### src/rtl/bird_physics_if.sv
// Control and status bundle between the game front end and the bird motion engine.
// The engine takes the slave modport. Whatever drives it takes the master modport.
interface bird_physics_if #(
  parameter int Y_W = 10,
  parameter int V_W = 8
);
  logic           flap_pulse;
  logic           frame_tick;
  logic           collision;
  logic           restart;
  logic [Y_W-1:0] bird_y;
  logic [V_W-1:0] bird_vy;
  logic [1:0]     state;
  logic           dead;

  modport master (
    output flap_pulse, frame_tick, collision, restart,
    input  bird_y, bird_vy, state, dead
  );

  modport slave (
    input  flap_pulse, frame_tick, collision, restart,
    output bird_y, bird_vy, state, dead
  );
endinterface

### src/rtl/bird_physics.sv
// Bird vertical-motion engine: integrates gravity and flaps once per frame.
// It also runs the IDLE/FLYING/DEAD life cycle.
module bird_physics #(
  parameter int Y_W      = 10,
  parameter int V_W      = 8,
  parameter int Y_START  = 240,
  parameter int Y_MIN    = 0,
  parameter int Y_MAX    = 464,
  parameter int GRAVITY  = 1,
  parameter int FLAP_VEL = -8,
  parameter int VMAX     = 10
) (
  input  logic           clk,
  input  logic           reset,
  bird_physics_if.slave  bus
);

  typedef enum logic [1:0] {
    IDLE   = 2'b00,
    FLYING = 2'b01,
    DEAD   = 2'b10
  } state_e;

  state_e                state_q, state_d;
  logic [Y_W-1:0]        birdY_q, birdY_d;
  logic signed [V_W-1:0] birdVy_q, birdVy_d;
  logic                  flapPend_q, flapPend_d;
  logic                  dead_q, dead_d;

  logic                  flap;
  logic signed [V_W:0]   vyGrav;
  logic signed [V_W-1:0] vyNext;
  logic signed [Y_W+1:0] ySum;

  // Candidate velocity and position for a flying tick. The sum is two bits wider so it cannot wrap.
  always_comb begin
    flap   = flapPend_q | bus.flap_pulse;
    vyGrav = $signed({birdVy_q[V_W-1], birdVy_q}) + $signed((V_W+1)'(GRAVITY));
    if (flap)
      vyNext = V_W'(FLAP_VEL);
    else if (vyGrav > $signed((V_W+1)'(VMAX)))
      vyNext = V_W'(VMAX);
    else
      vyNext = vyGrav[V_W-1:0];
    ySum = $signed({2'b00, birdY_q}) +
           $signed({{(Y_W+2-V_W){vyNext[V_W-1]}}, vyNext});
  end

  always_comb begin
    state_d    = state_q;
    birdY_d    = birdY_q;
    birdVy_d   = birdVy_q;
    flapPend_d = flapPend_q | bus.flap_pulse;

    if (bus.restart) begin
      state_d    = IDLE;
      birdY_d    = Y_W'(Y_START);
      birdVy_d   = '0;
      flapPend_d = 1'b0;
    end else begin
      unique case (state_q)
        IDLE: begin
          if (bus.frame_tick) begin
            flapPend_d = 1'b0;
            if (flap) begin
              state_d  = FLYING;
              birdVy_d = V_W'(FLAP_VEL);
            end
          end
        end
        FLYING: begin
          // Collision kills immediately and swallows any tick in the same cycle.
          if (bus.collision) begin
            state_d    = DEAD;
            flapPend_d = 1'b0;
          end else if (bus.frame_tick) begin
            flapPend_d = 1'b0;
            if (ySum < $signed((Y_W+2)'(Y_MIN))) begin
              birdY_d  = Y_W'(Y_MIN);
              birdVy_d = '0;
            end else if (ySum >= $signed((Y_W+2)'(Y_MAX))) begin
              birdY_d  = Y_W'(Y_MAX);
              birdVy_d = '0;
              state_d  = DEAD;
            end else begin
              birdY_d  = ySum[Y_W-1:0];
              birdVy_d = vyNext;
            end
          end
        end
        DEAD: begin
          flapPend_d = 1'b0;
        end
        default: begin
          state_d    = IDLE;
          flapPend_d = 1'b0;
        end
      endcase
    end

    dead_d = (state_d == DEAD);
  end

  always_ff @(posedge clk or posedge reset) begin
    if (reset) begin
      state_q    <= IDLE;
      birdY_q    <= Y_W'(Y_START);
      birdVy_q   <= '0;
      flapPend_q <= 1'b0;
      dead_q     <= 1'b0;
    end else begin
      state_q    <= state_d;
      birdY_q    <= birdY_d;
      birdVy_q   <= birdVy_d;
      flapPend_q <= flapPend_d;
      dead_q     <= dead_d;
    end
  end

  assign bus.bird_y  = birdY_q;
  assign bus.bird_vy = birdVy_q;
  assign bus.state   = state_q;
  assign bus.dead    = dead_q;

endmodule

### src/flat_wrapper.sv
// flat-port wrapper written by rule: the top's interface ports become plain ports
module bird_physics_flat 
#(
  parameter int Y_W      = 10,
  parameter int V_W      = 8,
  parameter int Y_START  = 240,
  parameter int Y_MIN    = 0,
  parameter int Y_MAX    = 464,
  parameter int GRAVITY  = 1,
  parameter int FLAP_VEL = -8,
  parameter int VMAX     = 10
)
  (clk, reset, bus_flap_pulse, bus_frame_tick, bus_collision, bus_restart, bus_bird_y, bus_bird_vy, bus_state, bus_dead);
  bird_physics_if #(.Y_W(Y_W), .V_W(V_W)) bus_i ();
  input  logic clk;
  input  logic reset;
  input wire logic [$bits(bus_i.flap_pulse)-1:0] bus_flap_pulse;
  input wire logic [$bits(bus_i.frame_tick)-1:0] bus_frame_tick;
  input wire logic [$bits(bus_i.collision)-1:0] bus_collision;
  input wire logic [$bits(bus_i.restart)-1:0] bus_restart;
  output wire logic [$bits(bus_i.bird_y)-1:0] bus_bird_y;
  output wire logic [$bits(bus_i.bird_vy)-1:0] bus_bird_vy;
  output wire logic [$bits(bus_i.state)-1:0] bus_state;
  output wire logic [$bits(bus_i.dead)-1:0] bus_dead;
  assign bus_i.flap_pulse = bus_flap_pulse;
  assign bus_i.frame_tick = bus_frame_tick;
  assign bus_i.collision = bus_collision;
  assign bus_i.restart = bus_restart;
  assign bus_bird_y = bus_i.bird_y;
  assign bus_bird_vy = bus_i.bird_vy;
  assign bus_state = bus_i.state;
  assign bus_dead = bus_i.dead;
  bird_physics #(.Y_W(Y_W), .V_W(V_W), .Y_START(Y_START), .Y_MIN(Y_MIN), .Y_MAX(Y_MAX), .GRAVITY(GRAVITY), .FLAP_VEL(FLAP_VEL), .VMAX(VMAX)) u_core (.clk(clk), .reset(reset), .bus(bus_i));
endmodule
### config.mk
export PLATFORM = sky130hd
export DESIGN_NAME = bird_physics_flat
export DESIGN_NICKNAME = d
export VERILOG_FILES = /design/src/rtl/bird_physics_if.sv /design/src/rtl/bird_physics.sv /design/src/flat_wrapper.sv
export SDC_FILE = /design/constraint.sdc
export NUM_CORES = 1
export LEC_CHECK = 0
export ABC_AREA = 1
export CAP_MARGIN = 5
export CELL_PAD_IN_SITES_DETAIL_PLACEMENT = 1
export CELL_PAD_IN_SITES_GLOBAL_PLACEMENT = 1
export CORE_AREA = 3 3 74 76
export CTS_CLUSTER_DIAMETER = 150
export DETAILED_ROUTE_END_ITERATION = 12
export DIE_AREA = 0 0 77 79
export GPL_TIMING_DRIVEN = 0
export PLACE_DENSITY = 0.82
export SLEW_MARGIN = 20
export SYNTH_ARGS = -nofsm -noshare
export SYNTH_HDL_FRONTEND = slang
export SYNTH_SLANG_ARGS = --single-unit
### constraint.sdc
create_clock -name clk -period 9.26 [get_ports clk]
set_input_delay 1.852 -clock clk [delete_from_list [all_inputs] [get_ports clk]]
set_output_delay 1.852 -clock clk [all_outputs]
set_load 0.01 [all_outputs]
==> metrics.md <==
| Metric | Value |
|---|---|
| Max Clk Rate | `~180 MHz` |
| Sequential fraction of the synthesis area | `between 20% and 30%` |
| DRC viols | `0` |
| Num ports | `27` |
| Int Pwr | `approximately 0.00017 W` |
| CTS Hold Buffers Added | `0` |
| Reg power frac | `36.5%` |
| Levels on crit path | `15` |
| 1st-iter DRT viols | `61` |
| Mapped Cells | `between 200 and 300` |
| Detail-routed via count per cell | `a little over 5` |
| Met1 Track Usage GR | `24.10%` |
| Die Height | `79 um` |
| EDFF count, synth | `0` |
| DP Area | `about 2300 um^2` |
| RSZ-0062 raised after global routing | `no` |
| Max cap viols | `0` |
| CP Cell Sequence | `clkdlybuf4s50_1, nor2_1, o21ai_0, ha_1, nand2_1, nor2_1, inv_1, nor2_1, a211oi_1, nand3b_1, nand2_2, nand2_1, nor2_4, nand2_4, o21ai_2` |
| Synth Register Bits | `22` |
| Setup violators final | `0` |
| Grt met2 use | `about a third` |
| Fin. Hold Viols | `0` |
| Worst path bufs/invs | `2` |
| Die width | `roughly 77 um` |
| Post-route cell area | `around 2300 um^2` |
| LEAKAGE | `between 1 and 1.5 nW` |
| Sequential Area | `around 560 um^2` |
| Sw Ratio | `between 40% and 50%` |
| Yosys cell types | `30` |
| # rows | `25` |
| Overall power | `0.0002913 W` |
| RR Startpoint | `u_core.bus.bird_vy[0]$_DFFE_PP0P_` |
| Combinational Power Share | `roughly two fifths` |
| DP Wirelength | `4439 um` |
| Max clock buf depth | `2` |
| Outcome | `finished clean` |
| Fill cell count | `635` |
| Yosys warns | `0` |
| Most frequent cell after synthesis | `nand2_1` |
| Area of the multi-input gates | `1227 um^2` |
| Die area | `6083 um^2` |
| Number of diodes | `0` |
| Post-synth top area share | `a little under a quarter` |
| Post-route setup TNS | `0 ps` |
| Via count of the first global-routing pass | `around 2.0k` |
| Most used flip-flop cell after synthesis | `dfrtp_1` |
| Hold Crit Class | `flip-flop to flip-flop` |
| Pwr dens | `between 100 and 150 nW/um^2` |
| Met3 track demand over resource | `1.701%` |
| IO buf count | `26` |
| Worst vdd ir | `just over 60 uV` |
| Core area | `about 4800 um^2` |
| Antenna Nets Post-Route | `0` |
| PostCTS Resize Cnt | `0` |
| GRT Max-Usage Layer | `met2` |
| CP top delay family | `simple AND/OR/NAND/NOR gates` |
| Final critical-path required period | `about 5400 ps` |
| Starting Density | `between 40% and 50%` |
| CP startpoint | `bus_flap_pulse` |
| Total GRT Usage | `a little under a fifth` |
| Sw Pwr | `approximately 0.00012 W` |
| Critical path class | `input pin to flip-flop` |
| Share of flip-flops with an asynchronous set or reset | `100.0%` |
| Post-CTS Setup Bufs | `0` |
| Share of cells above drive strength 1 | `between 10% and 20%` |
| Post-Syn Area | `around 2000 um^2` |
| Worst setup path endpoint | `u_core.bus.bird_vy[2]$_DFFE_PP0P_` |
| Drt pass-1 iters | `4` |
| Largest net degree at the start of global routing | `23` |
| Max incr delay on CP | `~600 ps` |
| Total grt overflow | `0` |
| Syn nets | `between 300 and 400` |
| Worst Hold Launch | `u_core.bus.bird_y[0]$_DFFE_PP0P_` |
| Critical Path Sink Type | `flip-flop` |
| Worst clock skew | `about 10 ps` |
| Latest clock arrival within the worst-skew pair | `around 270 ps` |
| FF-to-FF setup slack | `5190 ps` |
| CTS Buf Count | `3` |
| Yosys top cell by area | `dfrtp_1` |
| Fin. max-slew vios | `0` |
| Clock tree root buffer cell | `clkbuf_8` |
| Synth area leaders | `dfrtp_1 23%, nand2_1 15%, ha_1 9.0%` |
| Final Cycle Share | `about three fifths` |
| Hold WS | `roughly 520 ps` |
| CTS tree | `yes` |
| Vias after detailed routing | `around 1.9k` |
| Relative slew slack | `about a third` |
| Initial antenna violation count | `0` |
| Clock sinks | `22` |
| Drt wl/cell | `between 10 and 15 um` |
| CP required | `roughly 9500 ps` |
| Worst-path fanout max | `9` |
| Slew @ Worst Pin | `988.9 ps` |
| Critical path data arrival time | `5640 ps` |
| Startpoint types | `input pin` |
| Reg2reg end | `u_core.bus.bird_vy[2]$_DFFE_PP0P_` |
| Power share of the clock group | `approximately 22%` |
| Top cell by count, worst path | `nor2_1` |
| Synth top cells by count | `78 x nand2_1, 42 x inv_1, 21 x a21oi_1` |
| Clock transition at path regs | `roughly 90 ps` |
| Gp weighted congestion | `roughly 0.84` |
| Average size of a mapped cell | `just under 7 um^2` |
| Critical-path top delay cell | `nor2_1` |
| Final nets | `between 300 and 400` |
| Global-route wire length before repair | `about 9400 um` |
| Worst reg2reg path depth | `18` |
| Routed Wire Length | `5476 um` |
| Htree depth | `1` |
| Area delta synth->final | `20.01%` |
==> metal layers <==
layer	up-vias	wire length [um]	share of wire [%]
met3	5	93	1.7
met4	0	53	0.97
met2	20	2734	50
met1	931	2595	47
li1	985	-	-
met5	-	0	0
==> state kept, by name, indices dropped and copies added, names as in the netlist <==
signal	flops
u_core.flapPend_q	1
u_core.bus.bird_vy	8
u_core.bus.bird_y	10
u_core.bus.dead	1
u_core.bus.state	2
==> worst min-delay path, stage by stage (launching register included) <==
cell	delay, ps
dfrtp_1	380
nand2_1	60
nand2_1	60
==> power by group through the flow <==
stage | logic (W) | registers, W | clock network [W]
2_1_floorplan | 0.0000835 | 0.000109 | 0
3_3_place_gp | 0.000117 | 0.000108 | 0
3_5_place_dp | 0.000120 | 0.000108 | 0
4_1_cts | 0.000122 | 0.000107 | 0.0000665
5_1_grt | 0.000135 | 0.000107 | 0.0000716
6_report | 0.000120 | 0.000106 | 0.0000646
==> stage by stage <==
step	setup slack (ps)	std cells	util, %
6_report	3820	379	48.76
5_1_grt	3532	379	48.76
4_1_cts	3820	379	48.76
3_5_place_dp	3636	375	47.82
3_3_place_gp	3632	375	47.82
2_1_floorplan	4836	282	-
==> how the worst min path moves through the flow <==
stage                                  endpoint  cells past startpoint
2_1_floorplan  u_core.bus.bird_y[8]$_DFFE_PP0P_                      2
6_report       u_core.bus.bird_y[0]$_DFFE_PP0P_                      2
4_1_cts        u_core.bus.bird_y[0]$_DFFE_PP0P_                      2
3_3_place_gp   u_core.bus.bird_y[0]$_DFFE_PP0P_                      2
5_1_grt        u_core.bus.bird_y[8]$_DFFE_PP0P_                      2
3_5_place_dp   u_core.bus.bird_y[0]$_DFFE_PP0P_                      2
==> layout make-up <==
type | count | share of cell area, %
multi-input combinational | 217 | 52.60
sequential | 22 | 23.81
timing repair buffer | 26 | 11.15
inverter | 42 | 6.756
tap | 67 | 3.592
clock buffer | 4 | 1.930
buffer | 1 | 0.1609
==> kinds of logic (layout without fill, tap and decap cells) <==
family	count (synthesis)	after routing	share of synthesized area (%)
simple gates	156	156	39.32
compound gates	44	44	13.45
buf+inv	43	73	8.301
flops	22	22	28.57
fa+ha+maj	14	14	9.009
xor+xnor	3	3	1.352
==> cell usage in the layout (no fill, tap or decap) <==
master	instances
ha_1	14
nand3b_1	2
clkbuf_8	3
a31oi_1	1
nor4_1	1
o22ai_2	2
nand3_1	17
xor2_1	3
inv_1	42
nand2_2	11
a21oi_2	1
nor2_4	3
nand3_2	3
nand2_1	78
clkdlybuf4s50_1	26
o21ai_0	6
and3_1	1
nor3_1	4
nand2_4	5
nor2_2	1
o21ai_2	3
dfstp_2	4
dfrtp_1	18
a211oi_1	2
nand4_1	9
a21oi_1	21
nand4_2	1
nor2_1	20
o211ai_1	1
o21ai_1	6
o31ai_1	1
clkbuf_1	2
Note: power is estimated with default switching activity, not from simulation.
